--- src/rtl/reg_file_pkg.sv ---
// Shared register-file constants.
// Holds the default register/operand widths and the hard-wired zero-register address.
// ALU_OPND_W is the operand width the ALU consumes. The register file takes its
// default data width from it, so A/B always match the ALU inputs.
// Optional feature macro: REG_FILE_BYPASS_EN (write-through on same-edge read/write).
package reg_file_pkg;

    localparam int unsigned REG_DATA_W = 32;
    localparam int unsigned REG_ADDR_W = 5;
    localparam int unsigned ALU_OPND_W = REG_DATA_W;
    localparam int unsigned ZERO_REG   = 0;

endpackage : reg_file_pkg

--- src/rtl/reg_file_read_port.sv ---
// One combinational read port of the register file.
// It selects a register by address, forces register 0 to zero, and optionally
// forwards same-edge write data.
// Ports:
//   regs    - current register contents (full array)
//   addr    - register to read
//   wr_en   - write-back enable of the same edge
//   wr_addr - write-back destination of the same edge
//   wr_data - write-back data of the same edge
//   data_c  - combinational read data (registered by the caller)
// Macro REG_FILE_BYPASS_EN: when defined, a read of the register being written
// on the same edge returns wr_data instead of the stale contents.
module reg_file_read_port
    import reg_file_pkg::*;
#(
    parameter int unsigned DATA_W = ALU_OPND_W,
    parameter int unsigned ADDR_W = REG_ADDR_W
) (
    input  logic [DATA_W-1:0] regs [2**ADDR_W],
    input  logic [ADDR_W-1:0] addr,
    input  logic              wr_en,
    input  logic [ADDR_W-1:0] wr_addr,
    input  logic [DATA_W-1:0] wr_data,
    output logic [DATA_W-1:0] data_c
);

`ifdef REG_FILE_BYPASS_EN
    localparam bit BYPASS = 1'b1;
`else
    localparam bit BYPASS = 1'b0;
`endif

    logic is_zero_c;
    logic hit_c;

    // Address 0 is hard-wired to zero. A write to it can never be forwarded.
    assign is_zero_c = (addr == ADDR_W'(ZERO_REG));
    assign hit_c     = wr_en && (wr_addr == addr) && !is_zero_c;

    // Priority: zero register, then same-edge forwarding, then array contents.
    always_comb begin
        data_c = regs[addr];
        if (is_zero_c) begin
            data_c = '0;
        end else if (BYPASS && hit_c) begin
            data_c = wr_data;
        end
    end

endmodule : reg_file_read_port

--- src/rtl/reg_file.sv ---
// Two-read, one-write register file feeding the ALU operands.
// Register 0 reads as zero. Reads are registered, with one cycle of latency.
// Ports:
//   clk      - rising-edge clock
//   reset    - synchronous active-high reset; clears the registers, A, B and Rd_Valid
//   Rd_En    - read request; Rs_Addr/Rt_Addr are captured on this edge
//   Rs_Addr  - operand A source register
//   Rt_Addr  - operand B source register
//   Wr_En    - write-back enable
//   Wr_Addr  - write-back destination (writes to register 0 are dropped)
//   Wr_Data  - write-back data
//   A, B     - registered operands
//   Rd_Valid - A/B hold data from the read accepted on the previous edge
// Macro REG_FILE_BYPASS_EN: a same-edge read of the register being written
// returns Wr_Data. Without the macro it returns the old contents.
module reg_file
    import reg_file_pkg::*;
#(
    parameter int unsigned DATA_W = ALU_OPND_W,
    parameter int unsigned ADDR_W = REG_ADDR_W
) (
    input  logic              clk,
    input  logic              reset,
    input  logic              Rd_En,
    input  logic [ADDR_W-1:0] Rs_Addr,
    input  logic [ADDR_W-1:0] Rt_Addr,
    input  logic              Wr_En,
    input  logic [ADDR_W-1:0] Wr_Addr,
    input  logic [DATA_W-1:0] Wr_Data,
    output logic [DATA_W-1:0] A,
    output logic [DATA_W-1:0] B,
    output logic              Rd_Valid
);

    localparam int unsigned DEPTH = 2**ADDR_W;

    logic [DATA_W-1:0] mem [DEPTH];
    logic [DATA_W-1:0] rs_data_c;
    logic [DATA_W-1:0] rt_data_c;
    logic              wr_ok_c;

    assign wr_ok_c = Wr_En && (Wr_Addr != ADDR_W'(ZERO_REG));

    // Register storage. Entry 0 is never written, so it stays zero after reset.
    always_ff @(posedge clk) begin
        if (reset) begin
            for (int i = 0; i < int'(DEPTH); i++) begin
                mem[i] <= '0;
            end
        end else if (wr_ok_c) begin
            mem[Wr_Addr] <= Wr_Data;
        end
    end

    reg_file_read_port #(
        .DATA_W (DATA_W),
        .ADDR_W (ADDR_W)
    ) u_rs_port (
        .regs    (mem),
        .addr    (Rs_Addr),
        .wr_en   (Wr_En),
        .wr_addr (Wr_Addr),
        .wr_data (Wr_Data),
        .data_c  (rs_data_c)
    );

    reg_file_read_port #(
        .DATA_W (DATA_W),
        .ADDR_W (ADDR_W)
    ) u_rt_port (
        .regs    (mem),
        .addr    (Rt_Addr),
        .wr_en   (Wr_En),
        .wr_addr (Wr_Addr),
        .wr_data (Wr_Data),
        .data_c  (rt_data_c)
    );

    // Operand registers load only on an accepted read and otherwise hold.
    always_ff @(posedge clk) begin
        if (reset) begin
            A        <= '0;
            B        <= '0;
            Rd_Valid <= 1'b0;
        end else begin
            Rd_Valid <= Rd_En;
            if (Rd_En) begin
                A <= rs_data_c;
                B <= rt_data_c;
            end
        end
    end

endmodule : reg_file
--- config.mk ---
export PLATFORM = sky130hd
export DESIGN_NAME = reg_file
export DESIGN_NICKNAME = d
export VERILOG_FILES = /design/src/rtl/reg_file_pkg.sv /design/src/rtl/reg_file_read_port.sv /design/src/rtl/reg_file.sv
export SDC_FILE = /design/constraint.sdc
export NUM_CORES = 2
export LEC_CHECK = 0
export ABC_CLOCK_PERIOD_IN_PS = 2500
export CAP_MARGIN = 25
export CORE_MARGIN = 2
export CORE_UTILIZATION = 30
export CTS_CLUSTER_SIZE = 12
export DETAILED_ROUTE_END_ITERATION = 6
export HOLD_SLACK_MARGIN = 0.05
export PLACE_DENSITY_LB_ADDON = 0.05
export SYNTH_ARGS = -nofsm -noshare
export SYNTH_HDL_FRONTEND = slang
export SYNTH_SLANG_ARGS = --single-unit
--- constraint.sdc ---
create_clock -name clk -period 2.5 [get_ports clk]
set_input_delay 0.25 -clock clk [delete_from_list [all_inputs] [get_ports clk]]
set_output_delay 0.25 -clock clk [all_outputs]
set_load 0.01 [all_outputs]
Word-level counts from Yosys, hierarchy flattened
Cells that the tools add are included.
Cells by class
  $lt $le $gt $ge: 4
  muxes and demuxes: 11
  bitwise logic cells: 3
  reductions and logical operators: 5
Operator list (number)
  bitwise mux 1024 bit: 1
  binary-select mux 32 bit (select 5 bit): 2
  2-to-1 mux 32 bit: 7
  demux 32 bit (select 5 bit): 1
  greater-or-equal comparator 6 bit (second input constant): 3
  NOT 5 -> 6 bit: 3
  zero test 5 bit: 2
  less-than comparator 6 x 1 -> 1 bit (second input constant): 1
  nonzero test 5 bit: 1
  logical AND 1 bit: 2
Word-level totals
  register bits after elaboration: 1089
  input bits: 51
  output and inout bits: 65
  logic and storage cells: 58

Logic depth before layout (Yosys ltp)
  depth in word-level cells: 6
  mapped depth: 9
  mapped depth without buffers: 4

By module
Synthesis repeated with hierarchy kept, for this count alone.
Unflattened totals
  cell total of the unflattened synthesis: 4968
  area total of the unflattened synthesis: 57833.0 um2
By module, submodules not included
  reg_file: instances 1, cells each 3640, area each 41096.9 um2, seq. area each 21800.9 um2
  reg_file_read_port: instances 2, cells each 664, area each 8368.0 um2, seq. area each 0.0 um2

Least setup slack after synthesis
No wires, ideal clock.
  path kind: in2reg
  start point: in Rs_Addr[0]
  end point: reg A[14]
  setup time: 136 ps
  arrival: 1700 ps
  required time: 2364 ps
  setup slack: 664 ps
  stages on the path: 7
  buffers on the path: 4
  cells stage by stage: buf_6 -> buf_6 -> buf_6 -> buf_2 -> mux4_2 -> a21oi_1 -> o311ai_1
On the way
  longest elaborated chain between the ends: 5
  elaborated cells between the ends (all ways): 6
  those cells by class: mux (4); bitwise (1); reduce/logical (1)
RTL lines
  start: declaration: line reg_file.sv:25  | input logic [ADDR_W-1:0] Rs_Addr,
  NOT 5 -> 6 bit (implied by the code): line reg_file_read_port.sv:42  | data_c = regs[addr];
  binary-select mux 32 bit (select 5 bit): line reg_file_read_port.sv:42
  2-to-1 mux 32 bit (implied by the code) (2 in series): line reg_file_read_port.sv:42
  2-to-1 mux 32 bit (*): line reg_file_read_port.sv:43  | if (is_zero_c) begin
  end signal: assignment: line reg_file.sv:88  | A <= rs_data_c;
  end: declaration: line reg_file.sv:30  | output logic [DATA_W-1:0] A,
Mark *: on every way between the ends. The rest lies on a longest branch, timed or not. The select of a mux whose other input is x is not followed.
A chain may end at the register's enable or synchronous reset.

Worst setup path after layout
  start point: reg A[30]
  end point: out A[30]
No word-level cell between the ends.

==> flow_metrics.tcl <==
set metrics [dict create \
    r2r_start "mem[650]" \
    clock-sinks 1089 \
    cp_cell_sequence "clkdlybuf4s50_1" \
    hp-start "Rt_Addr[4]" \
    post_cts_buffers 0 \
    met3_length_mm 13.7 \
    setup_tns_ns 0 \
    synth-edff-count 0 \
    antenna_found_initial 9 \
    pwr_density_cell_mw_per_mm2 638 \
    grt_pass1_wl_mm 370 \
    cts_buffers 139 \
    critPathArrivalTime_ns 2.09 \
    path_class "register to output pin" \
    synth.avg_cell_area_um2 8.82 \
    design.core.area_mm2 0.179 \
    p_leak_nw 21.7 \
    yosys_warnings 0 \
    final_nets 6182 \
    path_max_fanout 3 \
    final_cell_area_mm2 0.0651 \
    drt_iter0_markers 4891 \
    via_count 47800 \
    insertion_delay_ns 0.79 \
    worstHoldPathType "primary input to register" \
    final_layout_size_suffix_gt1_frac 0.183 \
    synth_ff_type "dfxtp_1" \
    finalWorstSetupSlack_ns 0.161 \
    ff_latch_area_mm2 0.0218 \
    fin_crit_ns 2.34 \
    finalWeightedCongestion 0.867 \
    async_flop_share 0 \
    place_ws_ns 0.183 \
    routed_wl_mm 266 \
    whs_ns 0.223 \
    drv_cap 0 \
    worst_pin_slew_ns 1.21 \
    synth_nets 6167 \
    netlist_area_mm2 0.0540 \
    clk_path_buf_depth 3 \
    portBuffers 115 \
    overflow 0 \
    area_growth_pct 20.7 \
    seq_area_frac_synth 0.404 \
    crit_required_ns 2.25 \
    ant_nets 0 \
    relSlewSlack 0.195 \
    multi_input_area_mm2 0.0296 \
    finalCritPeriodShare 0.936 \
    ys_seq_elements 1089 \
    die_w_um 428 \
    postSynthCellCount 6116 \
    start_util 0.302 \
    status "complete, no violations" \
    start_kind "register" \
    finalSetupViolCount 0 \
    viasPerCell 5.56 \
    rsz0062_at_grt "false" \
    dp_hpwl_mm 167 \
    grt_max_degree 178 \
    fillCellCount 18000 \
    slew_viol_final 0 \
    slowest_stage "dfxtp_1" \
    fmax_mhz 428 \
    slowest_delay_ns 0.66 \
    path_delay_family "flip-flops" \
    met2_length_mm 126 \
    cts.reportedPaths.clkPinSlew_ns 0.06 \
    ios 116 \
    die_h_um 428 \
    rows 155 \
    rr_endpoint "B[10]" \
    power_w 0.0416 \
    irDropWorstVdd_mv 0.478 \
    worstHoldPathCells 4 \
    grt_pass1_vias 45900 \
    crit_path_end_kind "output pin" \
    r2r_slack_ns 0.77 \
    met1_length_mm 115 \
    cts-root-buf "clkbuf_16" \
    fp.dieArea_mm2 0.183 \
    top_layer "met5" \
    critPathBufInv 1 \
    htree_levels 4 \
    drtPass1Iterations 5 \
    wire_per_inst_um 30.9 \
    placed_area_mm2 0.0607 \
    route.detailed.drc 0 \
    r2r_cells 5 \
    min_to "B[11]" \
    tritoncts "built" \
    yosysUniqueCellTypes 37 \
    track_usage 0.282 \
    hold_violations 0 \
    finClkSkew_ns 0.0257 \
]
==> cell usage after synthesis, types with 14 or more instances <==
master    count  area (um^2)
nand2_1    2018         7570
dfxtp_1    1089        21800
a21oi_1    1086         5440
mux4_2      384         8650
clkbuf_1    365         1370
mux2i_1     360         3600
a22oi_1     128          961
buf_2       118          591
buf_1        92          345
o311ai_1     66          578
nor2b_1      65          407
or2_2        64          400
a32o_1       54          541
and2_1       50          313
buf_4        37          278
a211oi_1     24          180
nor2_1       18         67.6
buf_6        14          158
==> how the worst max path moves through the flow <==
stage          depth (start not counted)  startpoint        to  slack (ns)
3_5_place_dp                           7  Wr_Addr[4]  mem[701]        0.18
2_1_floorplan                          7  Rs_Addr[0]     A[14]        0.66
6_report                               1       A[30]     A[30]        0.16
3_3_place_gp                           7  Rt_Addr[0]     B[10]        0.19
4_1_cts                                1       A[30]     A[30]         0.1
5_1_grt                                1       A[30]     A[30]        0.12
==> metal layers <==
layer  global-route usage  vias up
met1                0.372    24400
li1                     -    21400
met3               0.0382      394
met4                0.108        2
met5                    0        -
met2                0.468     1567
==> through the flow <==
stage,utilization,cells
floorplan,-,6116
global placement,0.340,8343
detailed placement,0.340,8343
CTS,0.365,8585
global route,0.365,8585
finish,0.365,8586
==> worst reg2reg max path, cell delays in order, from the launching register on <==
cell	delay (ns)
dfxtp_1	0.33
mux4_2	0.45
nor2b_1	0.14
a211oi_1	0.41
buf_4	0.21
o311ai_1	0.08
==> power breakdown <==
group          internal (W)  switching [W]
registers            0.0175       0.000150
logic               0.00131        0.00249
clock network        0.0118        0.00831
total                0.0306         0.0109
==> cell type report <==
type / instances / area share
Clock buffer: 217 / 0.0650
Antenna cell: 1 / 0.0000384
Clock inverter: 23 / 0.00327
Multi-Input combinational cell: 4389 / 0.455
Tap cell: 2355 / 0.0452
Sequential cell: 1089 / 0.335
Timing Repair Buffer: 512 / 0.0970
==> cell usage in the layout (no fill, tap or decap), types with 7 or more instances in the layout <==
| master | synthesis | routed |
|---|---|---|
| a21boi_1 | 12 | 12 |
| a22oi_1 | 128 | 128 |
| nor2_4 | 0 | 15 |
| mux2i_1 | 360 | 360 |
| buf_12 | 2 | 172 |
| nand2_1 | 2018 | 1985 |
| o311ai_1 | 66 | 64 |
| a21oi_1 | 1086 | 1086 |
| clkbuf_8 | 0 | 38 |
| clkdlybuf4s50_1 | 0 | 106 |
| a211oi_1 | 24 | 24 |
| a221oi_1 | 7 | 7 |
| clkbuf_1 | 365 | 36 |
| nor2b_1 | 65 | 59 |
| clkbuf_16 | 0 | 143 |
| nand2_2 | 0 | 33 |
| and2_1 | 50 | 41 |
| buf_8 | 4 | 7 |
| a32o_1 | 54 | 54 |
| mux4_2 | 384 | 384 |
| a21boi_0 | 12 | 12 |
| clkinv_2 | 0 | 12 |
| dfxtp_1 | 1089 | 1089 |
| and3_1 | 10 | 10 |
| or2_2 | 64 | 64 |
| buf_4 | 37 | 225 |
| and2_2 | 0 | 17 |
==> state kept, by name (all words and copies together) (netlist names) <==
register / cells
Rd_Valid: 1
mem: 1024
B: 32
A: 32
==> kinds of logic (layout without fill, tap and decap cells) <==
group                  after synthesis  count (layout)  share of synthesized area
other                                0               1                          0
buffers and inverters              638             752                     0.0534
muxes                              744             744                      0.227
AOI/OAI and AO/OA                 1392            1392                      0.148
DFF                               1089            1089                      0.404
and+or+nand+nor                   2253            2253                      0.168
==> repair_timing <==
item                                   4_1_cts  5_1_grt
endpoints found under the hold margin       70        0
gates resized for setup                      0        0
hold buffers                                 2        0
Power figures use the tool's default switching activity.
==> RTL edit (same settings) <==
Build with the macro `REG_FILE_BYPASS_EN` defined.
--- a/src/rtl/reg_file_read_port.sv
+++ b/src/rtl/reg_file_read_port.sv
@@ -11,4 +11,6 @@
 // Macro REG_FILE_BYPASS_EN: when defined, a read of the register being written
 // on the same edge returns wr_data instead of the stale contents.
+`define REG_FILE_BYPASS_EN
+
 module reg_file_read_port
     import reg_file_pkg::*;
Check against the original RTL: not settled (the Yosys comparison gave no result); the edit may change what the design does.
==> RTL edit against the unedited design <==
  * Clock power is 3% lower
  * Routed wire length shrank 3.1%
  * Area after synthesis grew 0.26%
  * Cell area rose by 2.6%
  * First-iteration DRC count is 17% lower
  * Sequential cell count unchanged
  * Count of clock-buffer cells in the layout down 5
  * Critical path type unchanged
  * Fmax up 0.23%
  * Critical endpoint is now A[7]
  * Power grew 1.0%
  * Setup slack improved by 5.4 ps
==> RTL edit: results <==
[critical_path]
rr_endpoint = "A[22]$_SDFFE_PP0P_"
slowest_delay_ps = 820
rr_worst_depth = 4
cpLargestDelayFamily = "buffers and inverters"
cp_max_fo = 2
r2r_setup_slack_ps = 810
cp_slowest_cell = "clkdlybuf4s50_1"

[route]
met1_length_um = 108600
dr_wl_met3_um = 11900
drt-wirelength-per-cell_um = 28.98
drt-initial-drc-count = 4061

[grt]
grt_usage = 0.2738
met2_usage = 0.4593
grt_pass1_vias = 47210
antenna_found_initial = 14
grt_pass1_wl_um = 364900

[logic_synthesis]
yosysTopAreaCellShare = 0.4029
yosys-top-cells-count = "2023 x nand2_1, 1089 x dfxtp_1, 1047 x a21oi_1"
synth_area_leaders = "dfxtp_1 40%, mux4_2 16%, nand2_1 14%, a21oi_1 9.7%, mux2i_1 4.7%"
post_synth_num_cell_types = 41
ys_seq_area_frac = 0.4029

[finish]
drive_gt1_frac = 0.1890

[power]
switchingPower_uw = 11490
comb_power_share = 0.111
p_seq_frac = 0.423

[place]
gp_congestion = 0.8771
placed_area_sq_um = 62410

[sta]
maxSlewHeadroom = 0.3715

[run_status]
status = "completed"

[worst_hold_path]
hp-start = "Wr_Data[1]"
[RTL edit: worst register-to-register path, stage by stage, from the launching register on]
cell	delay [ps]
dfxtp_1	320
mux4_2	480
o22ai_1	460
o211a_1	220
a221oi_2	60
[RTL edit: worst min-delay path by stage]
stage / slack, ps / endpoint / cells past startpoint
after CTS: 120 / mem[929]$_SDFFE_PP0P_ / 3
after detailed placement: 460 / mem[422]$_SDFFE_PP0P_ / 2
final: 150 / mem[865]$_SDFFE_PP0P_ / 3
after global placement: 450 / mem[94]$_SDFFE_PP0P_ / 2
after global routing: 130 / mem[865]$_SDFFE_PP0P_ / 3
after floorplan: 390 / mem[14]$_SDFFE_PP0P_ / 2
[RTL edit: final cells by class]
cell class | count | area (sq um)
fill | 18210 | 112000
multi-input combinational | 4520 | 29880
sequential | 1089 | 21800
timing repair buffer | 676 | 7855
clock buffer | 212 | 3973
tap | 2355 | 2947
clock inverter | 31 | 335.3
antenna | 7 | 17.52
[RTL edit: metrics by stage]
stage,std cells,setup WS (ps),hold slack (ps)
2_1_floorplan,6285,500.0,386.0
3_3_place_gp,8633,-263.9,448.9
3_5_place_dp,8633,-257.1,456.3
4_1_cts,8883,103.1,122.7
5_1_grt,8886,129.9,131.0
6_report,8890,166.3,149.1
[RTL edit: cells by family (layout without fill, tap and decap cells)]
logic type	count (synthesis)	count (layout)	share of synthesized area
simple gates	2243	2243	0.1621
flops	1089	1089	0.4029
buf+inv	676	919	0.05143
compound gates	1627	1627	0.1747
xor+xnor	10	10	0.001619
other cells	0	7	0
mux	640	640	0.2072
[RTL edit: repair_timing]
action                                  in CTS  in global routing
endpoints found under the hold margin      104                  0
endpoints found under the setup margin       0                  0
hold buffers                                 7                  0
